File: src/rtl/dmem_copy_engine.sv
// Data-memory block copy engine with memmove-safe direction selection.
// Optional constant-fill mode is built in when DMEM_COPY_FILL_EN is defined.
module dmem_copy_engine #(
    parameter int LEN_W = 8
) (
    input  logic             clk,
    input  logic             reset,
    input  logic             start,
    input  logic [31:0]      src,
    input  logic [31:0]      dst,
    input  logic [LEN_W-1:0] len,
`ifdef DMEM_COPY_FILL_EN
    input  logic             fill,
    input  logic [31:0]      fill_value,
`endif
    output logic             busy,
    output logic             done,
    output logic [31:0]      mem_addr,
    output logic             mem_we,
    output logic [31:0]      mem_data,
    input  logic [31:0]      mem_q
);

    typedef enum logic [2:0] {
        S_IDLE,
        S_READ,
        S_WRITE,
`ifdef DMEM_COPY_FILL_EN
        S_FILL,
`endif
        S_DONE
    } state_t;

    state_t state, state_nx;

    logic [31:0]      src_ptr;
    logic [31:0]      dst_ptr;
    logic [31:0]      buf_q;
    logic [LEN_W-1:0] cnt;
    logic             desc;

    logic [31:0] len_ext;
    logic        desc_in;
    logic        last;

    assign len_ext = 32'(len);
    // Copying upward must walk from the top so overlapping source words
    // are read before they are overwritten.
    assign desc_in = dst > src;
    assign last    = cnt == LEN_W'(1);

    always_ff @(posedge clk or posedge reset) begin
        if (reset) begin
            state <= S_IDLE;
        end else begin
            state <= state_nx;
        end
    end

    always_comb begin
        state_nx = state;
        unique case (state)
            S_IDLE: begin
                if (start) begin
                    if (len == '0) begin
                        state_nx = S_DONE;
                    end else begin
`ifdef DMEM_COPY_FILL_EN
                        state_nx = fill ? S_FILL : S_READ;
`else
                        state_nx = S_READ;
`endif
                    end
                end
            end
            S_READ: begin
                state_nx = S_WRITE;
            end
            S_WRITE: begin
                state_nx = last ? S_DONE : S_READ;
            end
`ifdef DMEM_COPY_FILL_EN
            S_FILL: begin
                state_nx = last ? S_DONE : S_FILL;
            end
`endif
            S_DONE: begin
                state_nx = S_IDLE;
            end
            default: begin
                state_nx = S_IDLE;
            end
        endcase
    end

    always_ff @(posedge clk or posedge reset) begin
        if (reset) begin
            src_ptr <= '0;
            dst_ptr <= '0;
            buf_q   <= '0;
            cnt     <= '0;
            desc    <= 1'b0;
        end else begin
            unique case (state)
                S_IDLE: begin
                    if (start) begin
                        cnt <= len;
`ifdef DMEM_COPY_FILL_EN
                        if (fill) begin
                            // Fill reuses the word buffer as its constant.
                            src_ptr <= '0;
                            dst_ptr <= dst;
                            buf_q   <= fill_value;
                            desc    <= 1'b0;
                        end else
`endif
                        begin
                            desc    <= desc_in;
                            src_ptr <= desc_in ? src + len_ext - 32'd1 : src;
                            dst_ptr <= desc_in ? dst + len_ext - 32'd1 : dst;
                        end
                    end
                end
                S_READ: begin
                    buf_q <= mem_q;
                end
                S_WRITE: begin
                    src_ptr <= desc ? src_ptr - 32'd1 : src_ptr + 32'd1;
                    dst_ptr <= desc ? dst_ptr - 32'd1 : dst_ptr + 32'd1;
                    cnt     <= cnt - LEN_W'(1);
                end
`ifdef DMEM_COPY_FILL_EN
                S_FILL: begin
                    dst_ptr <= dst_ptr + 32'd1;
                    cnt     <= cnt - LEN_W'(1);
                end
`endif
                default: begin
                end
            endcase
        end
    end

    always_comb begin
        busy     = 1'b0;
        done     = 1'b0;
        mem_addr = '0;
        mem_we   = 1'b0;
        mem_data = '0;
        unique case (state)
            S_READ: begin
                busy     = 1'b1;
                mem_addr = src_ptr;
            end
            S_WRITE: begin
                busy     = 1'b1;
                mem_addr = dst_ptr;
                mem_we   = 1'b1;
                mem_data = buf_q;
            end
`ifdef DMEM_COPY_FILL_EN
            S_FILL: begin
                busy     = 1'b1;
                mem_addr = dst_ptr;
                mem_we   = 1'b1;
                mem_data = buf_q;
            end
`endif
            S_DONE: begin
                done = 1'b1;
            end
            default: begin
            end
        endcase
    end

endmodule

File: config.mk
export PLATFORM = sky130hd
export DESIGN_NAME = dmem_copy_engine
export DESIGN_NICKNAME = d
export VERILOG_FILES = /design/src/rtl/dmem_copy_engine.sv
export SDC_FILE = /design/constraint.sdc
export NUM_CORES = 1
export LEC_CHECK = 0
export ABC_AREA = 1
export CAP_MARGIN = 30
export CORE_ASPECT_RATIO = 0.5
export CORE_MARGIN = 2
export CORE_UTILIZATION = 45
export DETAILED_ROUTE_END_ITERATION = 16
export HOLD_SLACK_MARGIN = 0.05
export PLACE_DENSITY = 0.67
export RECOVER_POWER = 100
export SLEW_MARGIN = 20
export SYNTH_ARGS = -nofsm -noshare
export SYNTH_HDL_FRONTEND = slang
export SYNTH_SLANG_ARGS = --single-unit
File: constraint.sdc
create_clock -name clk -period 5.6 [get_ports clk]
set_clock_uncertainty 0.15 [all_clocks]
set_input_delay 1.12 -clock clk [delete_from_list [all_inputs] [get_ports clk]]
set_output_delay 1.12 -clock clk [all_outputs]
set_load 0.01 [all_outputs]
* After elaboration in Yosys (flattened, before gate mapping)
Cells that the tools add are included.
** Word-level totals
- Register bits after elaboration :: 108
- Output and inout port bits :: 67
** Operators by class
- Add/subtract/negate cells :: 9
- Magnitude comparators :: 1
- Equality and inequality tests :: 5
- Muxes and demuxes :: 19
- Reduce and logical (&&, ||, !) cells :: 6
** Operators with widths (number)
- 32-bit two-way mux :: 7
- 32-bit case mux with 2 select lines :: 3
- 32-bit by 1-bit subtractor with 32-bit output (second input constant) :: 4
- 32-bit by 1-bit adder with 32-bit output (second input constant) :: 2
- 32-bit by 8-bit adder with 32-bit output :: 2
- 32-bit greater-than comparator :: 1
- 8-bit case mux with 2 select lines :: 1
- 3-bit case mux with 3 select lines :: 1
- 8-bit by 1-bit equality test with 1-bit output (second input constant) :: 1
- 8-bit logical NOT :: 1
- 8-bit two-way mux :: 1
- 8-bit by 1-bit subtractor with 8-bit output (second input constant) :: 1
- 3-bit by 2-bit equality test with 1-bit output (second input constant) :: 2
- 2-bit two-way mux :: 2
- 2-bit AND reduction :: 2
- 3-bit by 1-bit equality test with 1-bit output (second input constant) :: 1
- 3-bit logical NOT :: 1
- 1-bit two-way mux :: 3
- 3-bit two-way mux :: 1
- 2-bit != test (second input constant) :: 1
- 2-bit nonzero test :: 1
- 2-bit OR reduction :: 1

* Longest topological paths before layout
Gate-level depths: netlist (run 1).
- Word-level depth :: 5
- Gate-level depth with buffers :: 20

* Worst setup path before layout (run 1)
Ideal clock, no wire load.
- Path type :: reg-to-reg
- From :: reg desc
- To :: reg src_ptr[28]
- Setup time :: 0.117 ns
- Arrival :: 3.115 ns
- Slack :: 2.218 ns
- Stages on the path, launching flop included :: 15
- Buffers on the path :: 0
- Cells stage by stage :: dfrtp_1 inv_1 fa_1 inv_1 nand2_1 o21ai_2 a21oi_1 o21ai_0 nand2_1 nand2_1 nand2_1 nand3_1 nand2_1 nand2_1 nand2_1
** On the way
- Cells in the longest elaborated chain, start to end :: 2
** RTL lines
- start: declaration :: line 40 : logic desc;
- start signal: assignment :: line 118 : desc <= desc_in;
- 32-bit two-way mux :: line 128 : src_ptr <= desc ? src_ptr - 32'd1 : src_ptr + 32'd1;
- 32-bit case mux with 2 select lines :: line 104 : unique case (state)
- end signal: assignment :: line 119 : src_ptr <= desc_in ? src + len_ext - 32'd1 : src;
- end signal: assignment :: line 128
- end: declaration :: line 36 : logic [31:0] src_ptr;
Every way passes these cells.
A chain may end at the register's enable or synchronous reset.

* Worst setup path in the final report (run 1)
- From :: in src[22]
- To :: reg dst_ptr[23]
** On the way
- Cells in the longest elaborated chain, start to end :: 4
** RTL lines
- start: declaration :: line 9 : input logic [31:0] src,
- 32-bit greater-than comparator :: line 49 : assign desc_in = dst > src;
- 32-bit two-way mux :: line 120 : dst_ptr <= desc_in ? dst + len_ext - 32'd1 : dst;
- 32-bit two-way mux :: line 106 : if (start) begin
- 32-bit case mux with 2 select lines :: line 104
- end signal: assignment :: line 120
- end signal: assignment :: line 129 : dst_ptr <= desc ? dst_ptr - 32'd1 : dst_ptr + 32'd1;
- end: declaration :: line 37 : logic [31:0] dst_ptr;
Every way passes these cells. The select of a mux whose other input is x is not followed.

==> impl_metrics.yaml, run 1 <==
routing:
  drc_errors: 0
  vias: 18544
  wl_per_cell_microns: 20.0
  wl_microns: 68700
  viasPerCell: 5.41
  drt_iter0_drc: 2002
  first_pass_iters: 6
  drtAntennaViolNets: 0
cts:
  cts_hold_buf: 0
  cts_tree: "done"
  clk_pin_slew_worst_paths_ns: 0.09
  cts_buffers: 9
  clk_latency_ns: 0.39
  htree_levels: 3
  clock_sinks: 107
  cts_buffer_depth: 2
  cts_resized: 0
  cts_root_buf: "clkbuf_16"
  cts_setup_buffers: 0
yosys:
  yosysSeqAreaShare: 0.170
  syn-instance-count: 2802
  syn_area_sq_mm: 0.0157
  synth-compound-area-share: 0.116
  synth_largest_area_cell: "nand2_1"
  synth_nets: 3087
  synthMuxAreaShare: 0
  synth_top_family_by_area: "simple AND/OR/NAND/NOR gates"
  synth_area_leaders: "nand2_1, dfrtp_1, ha_1"
  synth_xor_area_frac: 0.0273
  synth_top_area_frac: 0.260
  syn_avg_cell_area_sq_um: 5.61
  synthSimpleGateAreaFrac: 0.416
  yosysWarnings: 0
  synth_cell_types: 40
  synthAdderAreaFrac: 0.143
  ys_seq_elements: 107
final_layout:
  synthToLayoutAreaGrowth_pct: 15.9
  layout_commonest_cell: "nand2_1"
  layout-drive-gt1-share: 0.0163
  nets: 3230
  design_area_sq_mm: 0.0182
  layout_common_cells: "nand2_1, inv_1, nand3_1"
grt:
  grt_usage: 0.375
  grt_pass1_wl_microns: 101000
  gr-total-overflow: 0
  grt_pass1_vias: 16680
  grt_max_degree: 58
  antenna_found_initial: 5
place:
  portBuffers: 173
  place_ws_ns: 1.27
  dp.final_hpwl_microns: 57700
  placed_area_sq_mm: 0.0180
  place_congestion: 1.04
critical_path:
  cp-end-kind: "flip-flop"
  worstPathCellList: "dlygate4sd3_1 > inv_1 > ha_1 > nand2_1 > nor2_1 > nand4_1 > nor2_1 > nand2_1 > a21oi_1 > o21ai_0 > nand2_1 > a21oi_1"
  crit_type: "in2reg"
  crit_slowest_cell: "a21oi_1"
  arrival_ns: 5.10
  cp_max_fo: 19
  cp_common_cell: "nand2_1"
  startpoint_type: "input pin"
  crit_required_ns: 5.73
  r2r_cells: 8
  crit_path_max_incr_delay_ns: 1.34
timing:
  rsz0062_at_grt: "no"
  layout_min_cycle_time_ns: 4.97
  setup_viol: 0
  hold_viol: 0
  worst_pin_slew_ns: 2.82
  max_freq_ghz: 0.201
  finalMaxSlewViolations: 101
  setup_slack_ns: 0.625
  fin_crit_sh: 0.888
  maxSlewHeadroom: -0.890
  fin_tns_setup_ns: 0
die:
  die_y_microns: 136
  start_util: 0.456
  chipWidth_microns: 268
  io_pins: 174
  core_area_sq_mm: 0.0345
  dieArea_sq_mm: 0.0366
  fp-row-count: 48
min_path:
  hold_depth: 2
  hp-class: "reg2reg"
power_and_ir_drop:
  power_leakage_nw: 10.4
  power.density_mw_per_mm2: 496
  ir_drop_mv: 0.294
run:
  cap_violations: 3
run_status:
  violations: "capacitance limit, slew limit"
  status: "complete, but fails checks"
flip-flops by register name, summed over array words and instances (netlist names):
register,cells
state,2
cnt,8
src_ptr,32
dst_ptr,32
buf_q,32
desc,1
layout make-up:
cell class | count | area, sq um
Sequential cell | 107 | 2680
Fill cell | 3822 | 16200
Antenna cell | 1 | 2.50
Clock inverter | 7 | 108
Inverter | 447 | 1680
Tap cell | 475 | 594
Clock buffer | 9 | 225
Timing Repair Buffer | 196 | 1880
Multi-Input combinational cell | 2184 | 11100
Yosys cell counts, drive strengths merged:
master     n
a21boi     3
o31ai      2
a21o       6
nor3      22
nand3b    16
inv      447
dfrtp    107
nand2   1093
ha       174
a31oi      3
o211ai     3
nor4       3
a31o       1
o21bai     9
and3       3
clkbuf    36
nor2     218
o21a       6
o22ai      2
o21ai    100
fa         4
nand3    225
nand4     27
a21oi    209
xnor2     15
xor2      34
buf       28
or2        6
logic make-up after synthesis:
| family | Yosys count |
|---|---|
| AND/OR/NAND/NOR | 1613 |
| buffers and inverters | 511 |
| AO/OA/AOI/OAI | 344 |
| adder cells (fa/ha/maj) | 178 |
| flip-flops | 107 |
| XOR/XNOR | 49 |
report_power, final:
group	internal (W)	total, W	switching [W]
Combinational	0.00209	0.00662	0.00454
Clock	0.000366	0.000751	0.000384
Sequential	0.00116	0.00166	0.000504
worst max-delay path, delay by kind of cell:
| family | cells | cell delay, ns |
|---|---|---|
| and+or+nand+nor | 6 | 1.03 |
| AOI/OAI and AO/OA | 3 | 1.89 |
| buffers and inverters | 2 | 0.74 |
| adders and majority gates | 1 | 0.29 |
routing by layer:
layer / part of all wire / wire length (microns) / up-vias / global-route usage
met1: 0.47 / 32100 / 8396 / 0.552
met4: 0.016 / 1130 / 2 / 0.0657
met3: 0.16 / 10900 / 71 / 0.177
li1: - / - / 9122 / -
met5: 0.0014 / 99 / - / 0.0203
met2: 0.36 / 24500 / 953 / 0.486
through the flow:
stage | total power (W) | utilization | hold WS, ns | std cells
after global placement | 0.00809 | 0.521 | 0.304 | 3408
after floorplan | 0.00571 | - | 0.292 | 2802
after detailed placement | 0.00807 | 0.521 | 0.309 | 3409
after global routing | 0.00975 | 0.529 | 0.355 | 3425
after CTS | 0.00886 | 0.531 | 0.332 | 3425
final | 0.00903 | 0.529 | 0.326 | 3426
final timing paths:
kind	start	end	slack, ns
max	src[22]	dst_ptr[23]$_DFFE_PP0P_	0.63
max reg2reg	state[0]$_DFFE_PP0P_	src_ptr[19]$_DFFE_PP0P_	0.89
min in group asynchronous	reset	buf_q[12]$_DFFE_PP0N_	1.80
min reg2reg	buf_q[2]$_DFFE_PP0N_	buf_q[2]$_DFFE_PP0N_	0.33
max in group asynchronous	reset	src_ptr[14]$_DFFE_PP0P_	1.12
min	buf_q[2]$_DFFE_PP0N_	buf_q[2]$_DFFE_PP0N_	0.33
(Power assumes the default switching activity.)
==> run 2: changes to the inputs <==
--- a/config.mk
+++ b/config.mk
@@ -5,14 +5,13 @@
 export SDC_FILE = /design/constraint.sdc
 export NUM_CORES = 1
 export LEC_CHECK = 0
-export ABC_AREA = 1
+export ABC_AREA = 0
 export CAP_MARGIN = 30
-export CORE_ASPECT_RATIO = 0.5
 export CORE_MARGIN = 2
 export CORE_UTILIZATION = 45
 export DETAILED_ROUTE_END_ITERATION = 16
 export HOLD_SLACK_MARGIN = 0.05
-export PLACE_DENSITY = 0.67
+export PLACE_DENSITY = 0.68
 export RECOVER_POWER = 100
 export SLEW_MARGIN = 20
 export SYNTH_ARGS = -nofsm -noshare
==> constraint.sdc (replaced) <==
create_clock -name clk -period 4.7 [get_ports clk]
set_clock_uncertainty 0.15 [all_clocks]
set_input_delay 0.94 -clock clk [delete_from_list [all_inputs] [get_ports clk]]
set_output_delay 0.94 -clock clk [all_outputs]
set_load 0.01 [all_outputs]
==> run 2 against run 1 <==
Compared with the run above: register-to-register slack lost 0.06 ns; count of clock-buffer cells in the layout is the same; setup slack worse by 0.45 ns; design area is 9.9% lower; via count fell by 27%; synthesized area down 14%; utilization is 2.7 points higher; sequential power increased by 9%; the run still ends with capacitance limit, slew limit left; clock power up 8.3%; global-route usage is 12 points lower.
==> impl_metrics.yaml, run 2 <==
die:
  fp-row-count: 63
  dieArea_sq_mm: 0.0314
  chipWidth_microns: 177
  start_util: 0.457
  io_pins: 174
  die_y_microns: 177
  core_area_sq_mm: 0.0296
yosys:
  synth_cell_types: 82
  ys_seq_elements: 107
  syn_avg_cell_area_sq_um: 7.86
  yosys-top-cells-count: "ha_1, a21oi_1, inv_1, nand2_1, o21ai_0"
  syn_area_sq_mm: 0.0135
  synth_largest_area_cell: "dfrtp_1"
  async_reset_ff_frac: 1.00
  synth_edf_count: 0
  synth-main-ff-cell: "dfrtp_1"
  synth_area_leaders: "dfrtp_1, ha_1, a21oi_1"
  yosysMostFrequentCell: "ha_1"
  yosysSeqAreaShare: 0.198
  synth_top_area_frac: 0.198
  yosysWarnings: 0
  synth_nets: 2002
  syn-instance-count: 1717
place:
  place_ws_ns: -0.232
  dp.final_hpwl_microns: 32000
  portBuffers: 173
  place_congestion: 0.960
final_layout:
  layout-drive-gt1-share: 0.0849
  reg_top3: "buf_q x32, dst_ptr x32, src_ptr x32"
  layout_commonest_cell: "ha_1"
  insertedDiodeCount: 0
  synthToLayoutAreaGrowth_pct: 21.7
  layout_common_cells: "ha_1, a21oi_1, inv_1"
  nets: 2200
routing:
  drc_errors: 0
  first_pass_iters: 5
  wl_microns: 40800
  wl_per_cell_microns: 17.7
  viasPerCell: 5.86
  drtAntennaViolNets: 0
  vias: 13546
  drt_iter0_drc: 1383
run_status:
  status: "complete, but fails checks"
  violations: "capacitance limit, slew limit"
power_and_ir_drop:
  power.density_mw_per_mm2: 613
  fin_total_pwr_w: 0.0101
  ir_drop_mv: 0.251
  power_leakage_nw: 7.80
timing:
  finalMaxSlewViolations: 130
  setup_slack_ns: 0.172
  setup_viol: 0
  worst_pin_slew_ns: 2.55
  fin_crit_sh: 0.963
  maxSlewHeadroom: -0.700
  max_freq_ghz: 0.221
  layout_min_cycle_time_ns: 4.53
  hold_viol: 0
cts:
  clk_pin_slew_worst_paths_ns: 0.09
  cts_root_buf: "clkbuf_16"
  htree_levels: 3
  cts_hold_buf: 0
  cts_buffers: 9
  clk_latency_ns: 0.37
  cts_tree: "done"
  cts_buffer_depth: 2
  clock_sinks: 107
run:
  cap_violations: 3
critical_path:
  startpoint_type: "input pin"
  crit_type: "in2reg"
  cp_max_fo: 3
  arrival_ns: 4.65
  cp-end-kind: "flip-flop"
  crit_required_ns: 4.82
grt:
  gr-total-overflow: 0
  grt_usage: 0.256
  grt_pass1_wl_microns: 64500
  grt_pass1_vias: 12305
  antenna_found_initial: 0
  grt_max_degree: 63
min_path:
  hp-class: "reg2reg"
## run 2: timing repair
item                                    in CTS  in global routing
endpoints found under the hold margin        0                  0
endpoints found under the setup margin       0                  7
buffers inserted                             0                  1
resized for setup                            0                 11
## run 2: kinds of logic after synthesis
group                      share of synthesized area
AOI/OAI and AO/OA                              0.295
and+or+nand+nor                                0.174
buffers and inverters                         0.0605
adders and majority gates                      0.167
DFF                                            0.198
xor gates and xnor gates                      0.0591
muxes                                         0.0457
## run 2: final timing paths
check	start	to	slack [ns]	cells after the start
min reg2reg	buf_q[11]$_DFFE_PP0N_	buf_q[11]$_DFFE_PP0N_	0.35	1
min	buf_q[11]$_DFFE_PP0N_	buf_q[11]$_DFFE_PP0N_	0.35	1
max reg2reg	desc$_DFFE_PP0P_	dst_ptr[30]$_DFFE_PP0P_	0.83	12
max in group asynchronous	reset	desc$_DFFE_PP0P_	0.98	2
min in group asynchronous	reset	buf_q[6]$_DFFE_PP0N_	1.76	2
max	len[1]	dst_ptr[31]$_DFFE_PP0P_	0.17	17
## run 2: critical path, cell delays in order
cell and delay [ns]:
clkdlybuf4s50_1 0.47, inv_1 0.07, ha_1 0.27, inv_1 0.06, ha_1 0.16, inv_1 0.06
fa_1 0.39, nor2b_2 0.16, o2111ai_1 0.18, a211oi_2 0.37, o21ai_1 0.14, o211ai_1 0.30
nand3_1 0.18, a21boi_1 0.18, o21a_1 0.13, mux2_2 0.33, a221oi_1 0.25
## run 2: layout make-up
type                       instances  area [sq um]
timing repair buffer             258          2380
inverter                         141           529
clock buffer                       9           225
multi-input combinational       1398         10000
fill                            2778         13100
clock inverter                     7          73.8
tap                              390           488
sequential                       107          2680
## run 2: metrics by stage
step / hold slack (ns) / cells / instance area [sq um] / TNS (ns) / utilization
after floorplan: 0.323 / 1717 / 13500 / 0 / -
after global placement: 0.330 / 2293 / 16200 / -0.851 / 0.547
after detailed placement: 0.338 / 2293 / 16200 / -1.29 / 0.547
after CTS: 0.356 / 2309 / 16500 / 0 / 0.557
after global routing: 0.364 / 2310 / 16400 / -0.00731 / 0.556
final: 0.351 / 2310 / 16400 / 0 / 0.556
## run 2: per-layer routing
layer / wire [microns] / vias up / track usage
li1: - / 6653 / -
met3: 3030 / 37 / 0.0268
met5: 0 / - / 0
met2: 17100 / 538 / 0.386
met4: 712 / 0 / 0.0627
met1: 19900 / 6318 / 0.389
## run 2: power breakdown
| part | total [W] | switching, W | internal [W] | leakage (nW) |
|---|---|---|---|---|
| sequential | 0.00181 | 0.000417 | 0.00139 | 1.24 |
| combinational | 0.00744 | 0.00414 | 0.00330 | 6.41 |
| clock | 0.000813 | 0.000394 | 0.000419 | 0.147 |
| total | 0.0101 | 0.00496 | 0.00511 | 7.80 |
